**config.mk**
```make
export PLATFORM = sky130hd
export DESIGN_NAME = bus_channel_monitor
export DESIGN_NICKNAME = d
export VERILOG_FILES = /design/src/rtl/bus_channel_monitor_pkg.sv /design/src/rtl/bus_channel_monitor_lane.sv /design/src/rtl/bus_channel_monitor.sv
export SDC_FILE = /design/constraint.sdc
export NUM_CORES = 1
export LEC_CHECK = 0
export ABC_AREA = 0
export BUFFER_PORTS_ARGS = -buffer_cell sky130_fd_sc_hd__buf_4
export CAP_MARGIN = 30
export CORE_UTILIZATION = 29
export DETAILED_ROUTE_END_ITERATION = 16
export SKIP_CTS_REPAIR_TIMING = 1
export SLEW_MARGIN = 25
export SYNTH_ARGS = -nofsm -noshare
export SYNTH_HDL_FRONTEND = slang
export SYNTH_SLANG_ARGS = --single-unit
export TNS_END_PERCENT = 1
```
**constraint.sdc**
```tcl
create_clock -name clock -period 5.22 [get_ports clock]
set_clock_uncertainty 0.2 [all_clocks]
set_input_delay 1.044 -clock clock [delete_from_list [all_inputs] [get_ports clock]]
set_output_delay 1.044 -clock clock [all_outputs]
set_load 0.01 [all_outputs]
```
**src/rtl/bus_channel_monitor_pkg.sv**
```systemverilog
// ---------------------------------------------------------------------------
// bus_channel_monitor_pkg : shared error-bit indices and lane state encoding
// Revision: 1.0
// ---------------------------------------------------------------------------
`default_nettype none

package bus_channel_monitor_pkg;

  localparam int ERR_RESET   = 0;
  localparam int ERR_DROP    = 1;
  localparam int ERR_DATA    = 2;
  localparam int ERR_TIMEOUT = 3;
  localparam int ERR_WIDTH   = 4;

  typedef enum logic [0:0] {
    LANE_IDLE  = 1'b0,
    LANE_STALL = 1'b1
  } lane_state_e;

endpackage

`default_nettype wire

```
**src/rtl/bus_channel_monitor_lane.sv**
```systemverilog
// ---------------------------------------------------------------------------
// bus_channel_monitor_lane : one valid/ready channel checker and counter
// Revision: 1.0
// ---------------------------------------------------------------------------
`default_nettype none

module bus_channel_monitor_lane
  import bus_channel_monitor_pkg::*;
#(
  parameter int DATA_WIDTH  = 32,
  parameter int TIMEOUT     = 64,
  parameter int COUNT_WIDTH = 16
) (
  input  logic                   clock,
  input  logic                   reset,
  input  logic                   armed_i,
  input  logic                   valid_i,
  input  logic                   ready_i,
  input  logic [DATA_WIDTH-1:0]  data_i,
  output logic [ERR_WIDTH-1:0]   err_o,
  output logic [COUNT_WIDTH-1:0] count_o
);

  // Counter max exceeds TIMEOUT so saturation cannot produce a second match.
  localparam int STALL_W = (TIMEOUT < 1) ? 1 : $clog2(TIMEOUT + 2);
  localparam logic [STALL_W-1:0] TO_VAL = STALL_W'(TIMEOUT);

  lane_state_e             state_q, state_d;
  logic [DATA_WIDTH-1:0]   hold_q, hold_d;
  logic [STALL_W-1:0]      stall_q, stall_d;
  logic [COUNT_WIDTH-1:0]  count_q, count_d;
  logic                    w_stalling;
  logic [COUNT_WIDTH-1:0]  w_count_inc;

  assign w_count_inc = (count_q == '1) ? count_q : count_q + COUNT_WIDTH'(1);

  always_comb begin
    state_d    = state_q;
    hold_d     = hold_q;
    stall_d    = stall_q;
    count_d    = count_q;
    w_stalling = 1'b0;
    err_o      = '0;
    err_o[ERR_RESET] = armed_i & valid_i;
    unique case (state_q)
      LANE_IDLE: begin
        if (valid_i) begin
          if (ready_i) begin
            count_d = w_count_inc;
          end else begin
            hold_d     = data_i;
            stall_d    = STALL_W'(1);
            state_d    = LANE_STALL;
            w_stalling = 1'b1;
          end
        end
      end
      LANE_STALL: begin
        if (!valid_i) begin
          err_o[ERR_DROP] = 1'b1;
          stall_d         = '0;
          state_d         = LANE_IDLE;
        end else begin
          err_o[ERR_DATA] = (data_i != hold_q);
          if (ready_i) begin
            count_d = w_count_inc;
            stall_d = '0;
            state_d = LANE_IDLE;
          end else begin
            stall_d    = (stall_q == '1) ? stall_q : stall_q + STALL_W'(1);
            w_stalling = 1'b1;
          end
        end
      end
      default: state_d = LANE_IDLE;
    endcase
    if ((TIMEOUT > 0) && w_stalling && (stall_d == TO_VAL)) begin
      err_o[ERR_TIMEOUT] = 1'b1;
    end
  end

  always_ff @(posedge clock or posedge reset) begin
    if (reset) begin
      state_q <= LANE_IDLE;
      hold_q  <= '0;
      stall_q <= '0;
      count_q <= '0;
    end else begin
      state_q <= state_d;
      hold_q  <= hold_d;
      stall_q <= stall_d;
      count_q <= count_d;
    end
  end

  assign count_o = count_q;

endmodule

`default_nettype wire

```
**src/rtl/bus_channel_monitor.sv**
```systemverilog
// ---------------------------------------------------------------------------
// bus_channel_monitor : multi-channel valid/ready monitor, sticky errors,
// fire pulse and first-error capture. Revision: 1.0
// ---------------------------------------------------------------------------
`default_nettype none

module bus_channel_monitor
  import bus_channel_monitor_pkg::*;
#(
  parameter int CHANNELS    = 2,
  parameter int DATA_WIDTH  = 32,
  parameter int TIMEOUT     = 64,
  parameter int COUNT_WIDTH = 16
) (
  input  logic                            clock,
  input  logic                            reset,
  input  logic [CHANNELS-1:0]             valid,
  input  logic [CHANNELS-1:0]             ready,
  input  logic [CHANNELS*DATA_WIDTH-1:0]  data,
  input  logic                            clear,
  output logic [CHANNELS*ERR_WIDTH-1:0]   err_flags,
  output logic                            fire,
  output logic                            first_err_valid,
  output logic [3:0]                      first_err_chan,
  output logic [3:0]                      first_err_code,
  output logic [CHANNELS*COUNT_WIDTH-1:0] tran_count
);

  logic                          armed_q;
  logic [CHANNELS*ERR_WIDTH-1:0] w_ev;
  logic [CHANNELS*ERR_WIDTH-1:0] flags_q, flags_d;
  logic                          fire_q, fire_d;
  logic                          fv_q, fv_d;
  logic [3:0]                    fchan_q, fchan_d;
  logic [ERR_WIDTH-1:0]          fcode_q, fcode_d;
  logic                          w_any;
  logic [3:0]                    w_chan;
  logic [ERR_WIDTH-1:0]          w_code;

  for (genvar g = 0; g < CHANNELS; g++) begin : g_lane
    bus_channel_monitor_lane #(
      .DATA_WIDTH  (DATA_WIDTH),
      .TIMEOUT     (TIMEOUT),
      .COUNT_WIDTH (COUNT_WIDTH)
    ) u_lane (
      .clock   (clock),
      .reset   (reset),
      .armed_i (armed_q),
      .valid_i (valid[g]),
      .ready_i (ready[g]),
      .data_i  (data[g*DATA_WIDTH +: DATA_WIDTH]),
      .err_o   (w_ev[g*ERR_WIDTH +: ERR_WIDTH]),
      .count_o (tran_count[g*COUNT_WIDTH +: COUNT_WIDTH])
    );
  end

  always_comb begin
    w_any  = |w_ev;
    w_chan = '0;
    w_code = '0;
    // Descending scan so the lowest erroring channel is the one left standing.
    for (int i = CHANNELS - 1; i >= 0; i--) begin
      if (|w_ev[i*ERR_WIDTH +: ERR_WIDTH]) begin
        w_chan = 4'(i);
        w_code = w_ev[i*ERR_WIDTH +: ERR_WIDTH];
      end
    end

    flags_d = clear ? w_ev : (flags_q | w_ev);
    fire_d  = w_any;
    fv_d    = fv_q;
    fchan_d = fchan_q;
    fcode_d = fcode_q;
    if (clear) begin
      fv_d    = 1'b0;
      fchan_d = '0;
      fcode_d = '0;
    end
    if ((clear || !fv_q) && w_any) begin
      fv_d    = 1'b1;
      fchan_d = w_chan;
      fcode_d = w_code;
    end
  end

  always_ff @(posedge clock or posedge reset) begin
    if (reset) begin
      armed_q <= 1'b1;
      flags_q <= '0;
      fire_q  <= 1'b0;
      fv_q    <= 1'b0;
      fchan_q <= '0;
      fcode_q <= '0;
    end else begin
      armed_q <= 1'b0;
      flags_q <= flags_d;
      fire_q  <= fire_d;
      fv_q    <= fv_d;
      fchan_q <= fchan_d;
      fcode_q <= fcode_d;
    end
  end

  assign err_flags       = flags_q;
  assign fire            = fire_q;
  assign first_err_valid = fv_q;
  assign first_err_chan  = fchan_q;
  assign first_err_code  = fcode_q;

endmodule

`default_nettype wire

```
**Yosys cells after proc, flatten, opt, wreduce, memory -nomap -nowiden**

Cells that the tools add are included.

- Bits in registers: 131
- Bits of input ports: 71

- Add/subtract/negate cells: 4
- Eq/ne operators: 8
- Mux-type cells: 40
- Bitwise operators: 9
- Reduce and logical (&&, ||, !) cells: 13

Operators by type and width:

| kind | count |
|---|---|
| $mux 16 | 6 |
| $mux 7 | 10 |
| $ne 32x32->1 | 2 |
| $add 16x1->16 const B | 2 |
| $eq 16x16->1 const B | 2 |
| $eq 7x7->1 const B | 4 |
| $pmux 7 s2 | 2 |
| $mux 4 | 6 |
| $add 7x1->7 const B | 2 |
| $mux 1 | 13 |
| $reduce_and 3->1 | 4 |
| $mux 8 | 1 |
| $or 8x8->8 | 1 |
| $reduce_or 4->1 | 2 |
| $reduce_or 8->1 | 1 |
| $not 1->1 | 6 |
| $mux 2 | 2 |
| $logic_and 1x1->1 | 3 |
| $and 1x1->1 | 2 |
| $reduce_bool 2->1 | 1 |
| $logic_not 1->1 | 1 |
| $logic_or 1x1->1 | 1 |

**Longest topological paths before layout**

- Depth in word-level cells: 12
- Gate-level depth with buffers: 9

**Modules after synthesis**

From an unflattened synthesis, not the netlist that was laid out.

- Cells, all modules: 534
- Area, all modules: 6326.1 µm²

By module, submodules not included:

| module | times used | cells each | area an instance (µm²) | sequential area each (µm²) |
|---|---|---|---|---|
| bus_channel_monitor_lane | 2 | 238 | 2820.2 | 1401.3 |
| bus_channel_monitor | 1 | 58 | 685.7 | 401.6 |

**Worst setup path after synthesis**

Ideal clock, no wire load.

- Path kind: input to register
- Start point: in valid[0]
- End point: reg fcode_q[0] (netlist: first_err_code[0])
- Library setup time: 79 ps
- Arrival: 2608 ps
- Data required time: 4941 ps
- Slack: 2333 ps
- Stages on the path: 7
- Path buffers: 1
- Cell sequence: buf_6 > and3b_4 > a311o_1 > nor4_2 > nand2_2 > a31oi_4 > mux2i_1

- Cells in the longest elaborated chain, start to end: 8
- Elaborated cells between the ends (all ways): 17
- Those cells by class: eq/ne: 1; mux: 10; bitwise: 1; reduce/logical: 5

RTL lines:

| what | line | RTL |
|---|---|---|
| start: declaration | bus_channel_monitor.sv:17 | `input logic [CHANNELS-1:0] valid,` |
| $mux 7, on equally long branches | bus_channel_monitor_lane.sv:59, bus_channel_monitor_lane.sv:47 |  |
| $pmux 7 s2 * | bus_channel_monitor_lane.sv:45 | `unique case (state_q)` |
| via g_lane[0].u_lane.stall_d[2] | bus_channel_monitor_lane.sv:30 | `logic [STALL_W-1:0] stall_q, stall_d;` |
| $eq 7x7->1 * | bus_channel_monitor_lane.sv:77 | `if ((TIMEOUT > 0) && w_stalling && (stall_d == TO_VAL)) begin` |
| $logic_and 1x1->1 * | bus_channel_monitor_lane.sv:77 |  |
| $mux 1 * | bus_channel_monitor_lane.sv:77 |  |
| $reduce_or 4->1 or $reduce_or 8->1 (tied branches) | bus_channel_monitor.sv:63, bus_channel_monitor.sv:58 |  |
| $mux 4 or $logic_and 1x1->1 (tied branches) | bus_channel_monitor.sv:63, bus_channel_monitor.sv:79 |  |
| $mux 4 or $reduce_bool 2->1 (tied branches) | n/a |  |
| end signal: assignment | bus_channel_monitor.sv:100 | `fcode_q <= fcode_d;` |
| end: declaration | bus_channel_monitor.sv:35 | `logic [ERR_WIDTH-1:0] fcode_q, fcode_d;` |

Mark *: on every way through the listed nets, which the timed path passes. The rest lies on a longest branch.
A chain may end at the register's enable or synchronous reset.

**Worst setup path after layout**

- Start point: in data[26]
- End point: reg fv_q (netlist: first_err_valid)

- Cells in the longest elaborated chain, start to end: 6
- Elaborated cells between the ends (all ways): 7
- Those cells by class: eq/ne: 1; mux: 3; reduce/logical: 3

RTL lines:

| what | line | RTL |
|---|---|---|
| start: declaration | bus_channel_monitor.sv:19 | `input logic [CHANNELS*DATA_WIDTH-1:0] data,` |
| $ne 32x32->1 * | bus_channel_monitor_lane.sv:64 | `err_o[ERR_DATA] = (data_i != hold_q);` |
| $mux 1 * | bus_channel_monitor_lane.sv:59 | `if (!valid_i) begin` |
| $mux 2 * | bus_channel_monitor_lane.sv:45 |  |
| $reduce_or 8->1 * | bus_channel_monitor.sv:58 | `w_any = \|w_ev;` |
| via fire_d | bus_channel_monitor.sv:32 | `logic fire_q, fire_d;` |
| $logic_and 1x1->1 * | bus_channel_monitor.sv:79 | `if ((clear \|\| !fv_q) && w_any) begin` |
| $mux 1 or $reduce_bool 2->1 (tied branches) | n/a |  |
| end signal: assignment | bus_channel_monitor.sv:98 | `fv_q <= fv_d;` |
| end: declaration | bus_channel_monitor.sv:33 | `logic fv_q, fv_d;` |

Marked as above.

==> impl_metrics.yaml <==
status:
  outcome: "complete, no violations"
routing:
  routed_wl_um: 13400
  drtPass1Iterations: 4
  first_iter_violations: 157
  drc_errors: 0
  num_vias: 4400
  drt-vias-per-instance: 4.66
  wire_per_inst_um: 14.2
  detail-route-antenna-nets: 0
job:
  maxCapViolations: 0
power_and_ir_drop:
  vdd_drop_max_mv: 0.198
  p_switching_mw: 0.806
  p_clk_frac: 0.424
  power_density_mw_per_mm2: 377
  combPwrFrac: 0.161
  internal_power_mw: 2.24
  power_leakage_nw: 3.59
  pwr-share-seq: 0.414
  swShare: 0.264
  finalPower_mw: 3.05
layout:
  syn_to_final_growth_pct: 29.4
  final_cells: 945
  layout-drive-gt1-share: 0.346
  final_nets: 732
  nFillCells: 2117
  n_antenna_cell: 0
cts:
  ctsHtreeMaxLevel: 4
  cts_buffers: 17
  clkTransAtPathRegs_ns: 0.06
  clock-root-buffer: "clkbuf_16"
  clock_latency_ns: 0.41
  clkSinkCount: 128
  clockBufferDepth: 2
  cts_tree: "yes"
worst_setup_path:
  cp.arrival_ns: 2.99
  critPathLaunchType: "input pin"
  crit_fanout: 6
  cp.required_ns: 5.32
  crit_type: "input pin to flip-flop"
  cp-end-kind: "flip-flop"
sta:
  period_needed_ns: 2.89
  drv_slew: 0
  finalCritPeriodShare: 0.555
  max_clock_freq_mhz: 345
  relSlewSlack: 0.637
  hold_viol: 0
  setup_viol: 0
  rsz0062_at_grt: "false"
  setup_ws_ns: 2.33
  worstMarginPinSlew_ns: 0.544
  finalSetupTns_ns: 0
place:
  numPortBuffers: 117
  pre_cts_slack_ns: 1.87
  detailed_place_hpwl_um: 9640
  dp_cells: 912
  routabilityCongestion: 0.779
yosys:
  synthCells: 531
  synth.avg_cell_area_um2: 11.8
  synth_xor_area_frac: 0.136
  synth_top_family_by_area: "XOR/XNOR gates"
  yosys.area.top_type: "dfrtp_1"
  ys_ff_latch: 128
  synthAdderAreaFrac: 0.00801
  synthTopCellsByArea: "dfrtp_1 (51%), mux2_2 (12%), xor2_1 (10%)"
  synth_edf_count: 0
  synth_ff_type: "dfrtp_1"
  synth_cell_types: 60
  synth_top_area_share: 0.509
  synth-seq-area-share: 0.513
  async_reset_ff_frac: 1.00
  yosys.area_share.simple: 0.126
  synthMuxAreaShare: 0.132
  synth_compound_area_frac: 0.0633
  synth_warnings: 0
  syn_area_mm2: 0.00625
floorplanning:
  pin_count: 121
  dieArea_mm2: 0.0221
  core_mm2: 0.0211
  dieWidth_um: 149
  row_count: 53
  die_y_um: 149
  start_util: 0.296
global_routing:
  antenna_found_initial: 0
  grt_pass1_vias: 4407
  grt_pass1_wl_um: 22200
  gr-usage-all-layers: 0.129
  grt_max_degree: 67
  overflow: 0
hold_path:
  hold_class: "flip-flop to flip-flop"
## power groups by stage
stage               combinational, mW  clock (mW)  sequential, mW
detailed placement              0.501           0            1.28
CTS                             0.501        1.34            1.27
floorplan                       0.294           0            1.28
global placement                0.493           0            1.28
global route                    0.546        1.38            1.29
finish                          0.492        1.29            1.26
## flip-flops by register name, summed over array words and instances (netlist names)
register               cells
g_lane.u_lane.state_q      2
first_err_chan             1
g_lane.u_lane.hold_q      64
g_lane.u_lane.count_o     32
err_flags                  8
g_lane.u_lane.stall_q     14
first_err_code             4
fire                       1
armed_q                    1
first_err_valid            1
## synth_stat cells, types with 3 or more instances
master    instances
mux2i_1           8
and3_1            6
nand4_1          16
nand2b_1          3
a21o_1            3
nor2b_1           4
nor2_1           18
inv_1             9
and2_1            4
xor2_1           73
ha_1              4
nand2_1          33
buf_4             3
o211ai_1          3
o22ai_1           4
nor4_1           16
mux2_2           66
and4_1            3
xnor2_1          24
a21oi_1           7
nor3b_1           3
a31oi_1           3
clkbuf_1         11
nand3_1          20
o21ai_0          18
dfrtp_1         127
## layout by cell type (no fill, tap or decap), types with 2 or more instances in the layout
master     instances
a21o_1             3
a21oi_1            7
a311oi_1           2
a31oi_1            3
and2_1             4
and3_1             6
and4_1             3
buf_4            121
bufinv_16          4
clkbuf_16         17
clkinv_4           4
conb_1             4
dfrtp_1          127
ha_1               4
inv_1              8
inv_6              3
mux2_2            66
mux2i_1            8
nand2_1           33
nand2b_1           3
nand3_1           20
nand3b_1           2
nand4_1           16
nor2_1            16
nor2_2             2
nor2b_1            4
nor3_2             2
nor3b_1            3
nor4_1            16
o211ai_1           3
o21ai_0           18
o22ai_1            4
o2bb2ai_1          2
o31ai_1            2
o41ai_1            2
xnor2_1           24
xor2_1            73
## through the flow
| stage | instance area [µm²] | hold slack, ns | utilization |
|---|---|---|---|
| final | 8090 | 0.282 | 0.384 |
| after global routing | 8090 | 0.304 | 0.384 |
| after CTS | 8070 | 0.290 | 0.383 |
| after detailed placement | 7420 | 0.274 | 0.352 |
| after global placement | 7420 | 0.267 | 0.352 |
| after floorplan | 6260 | 0.301 | - |
## worst paths after layout
check / cells past startpoint / slack, ns / from / endpoint
hold / removal: 1 / 0.28 / err_flags[5] / err_flags[5]
max in group asynchronous: 4 / 3.40 / reset / g_lane[1].u_lane.hold_q[3]
min in group asynchronous: 2 / 0.41 / reset / g_lane[0].u_lane.hold_q[22]
setup reg to reg: 7 / 2.47 / g_lane[0].u_lane.state_q / first_err_code[3]
setup / recovery: 8 / 2.33 / data[26] / first_err_valid
hold reg to reg: 1 / 0.28 / err_flags[5] / err_flags[5]
## critical path, stage by stage
cell	delay, ns
buf_4	0.11
xor2_1	0.13
nor4_1	0.38
nand4_1	0.20
o211ai_1	0.37
and3_1	0.37
nand3_1	0.13
or2_1	0.24
## metal layers
metal,up-vias,wire length [µm],GRT usage
met2,79,6160,0.197
met5,-,0,0
met1,2169,6410,0.171
met4,0,139,0.0413
li1,2145,-,-
met3,7,678,0.0437
## logic make-up (layout without fill, tap and decap cells)
kind of cell,count (synthesis),count (layout)
buffers and inverters,29,165
and+or+nand+nor,141,141
DFF,128,128
xor gates and xnor gates,97,97
muxes,74,74
adders and majority gates,4,4
AOI/OAI and AO/OA,57,57
other,1,4
## final cells by class
class	count	area [µm²]	share of cell area
inverters	11	45.0	0.00557
well taps	275	344	0.0425
multi-input cells	377	2920	0.361
flip-flops and latches	128	3200	0.396
clock inverters	13	200	0.0248
clock buffers	19	443	0.0548
repair buffers	122	928	0.115
No activity file was read; power rests on OpenSTA's default activity.
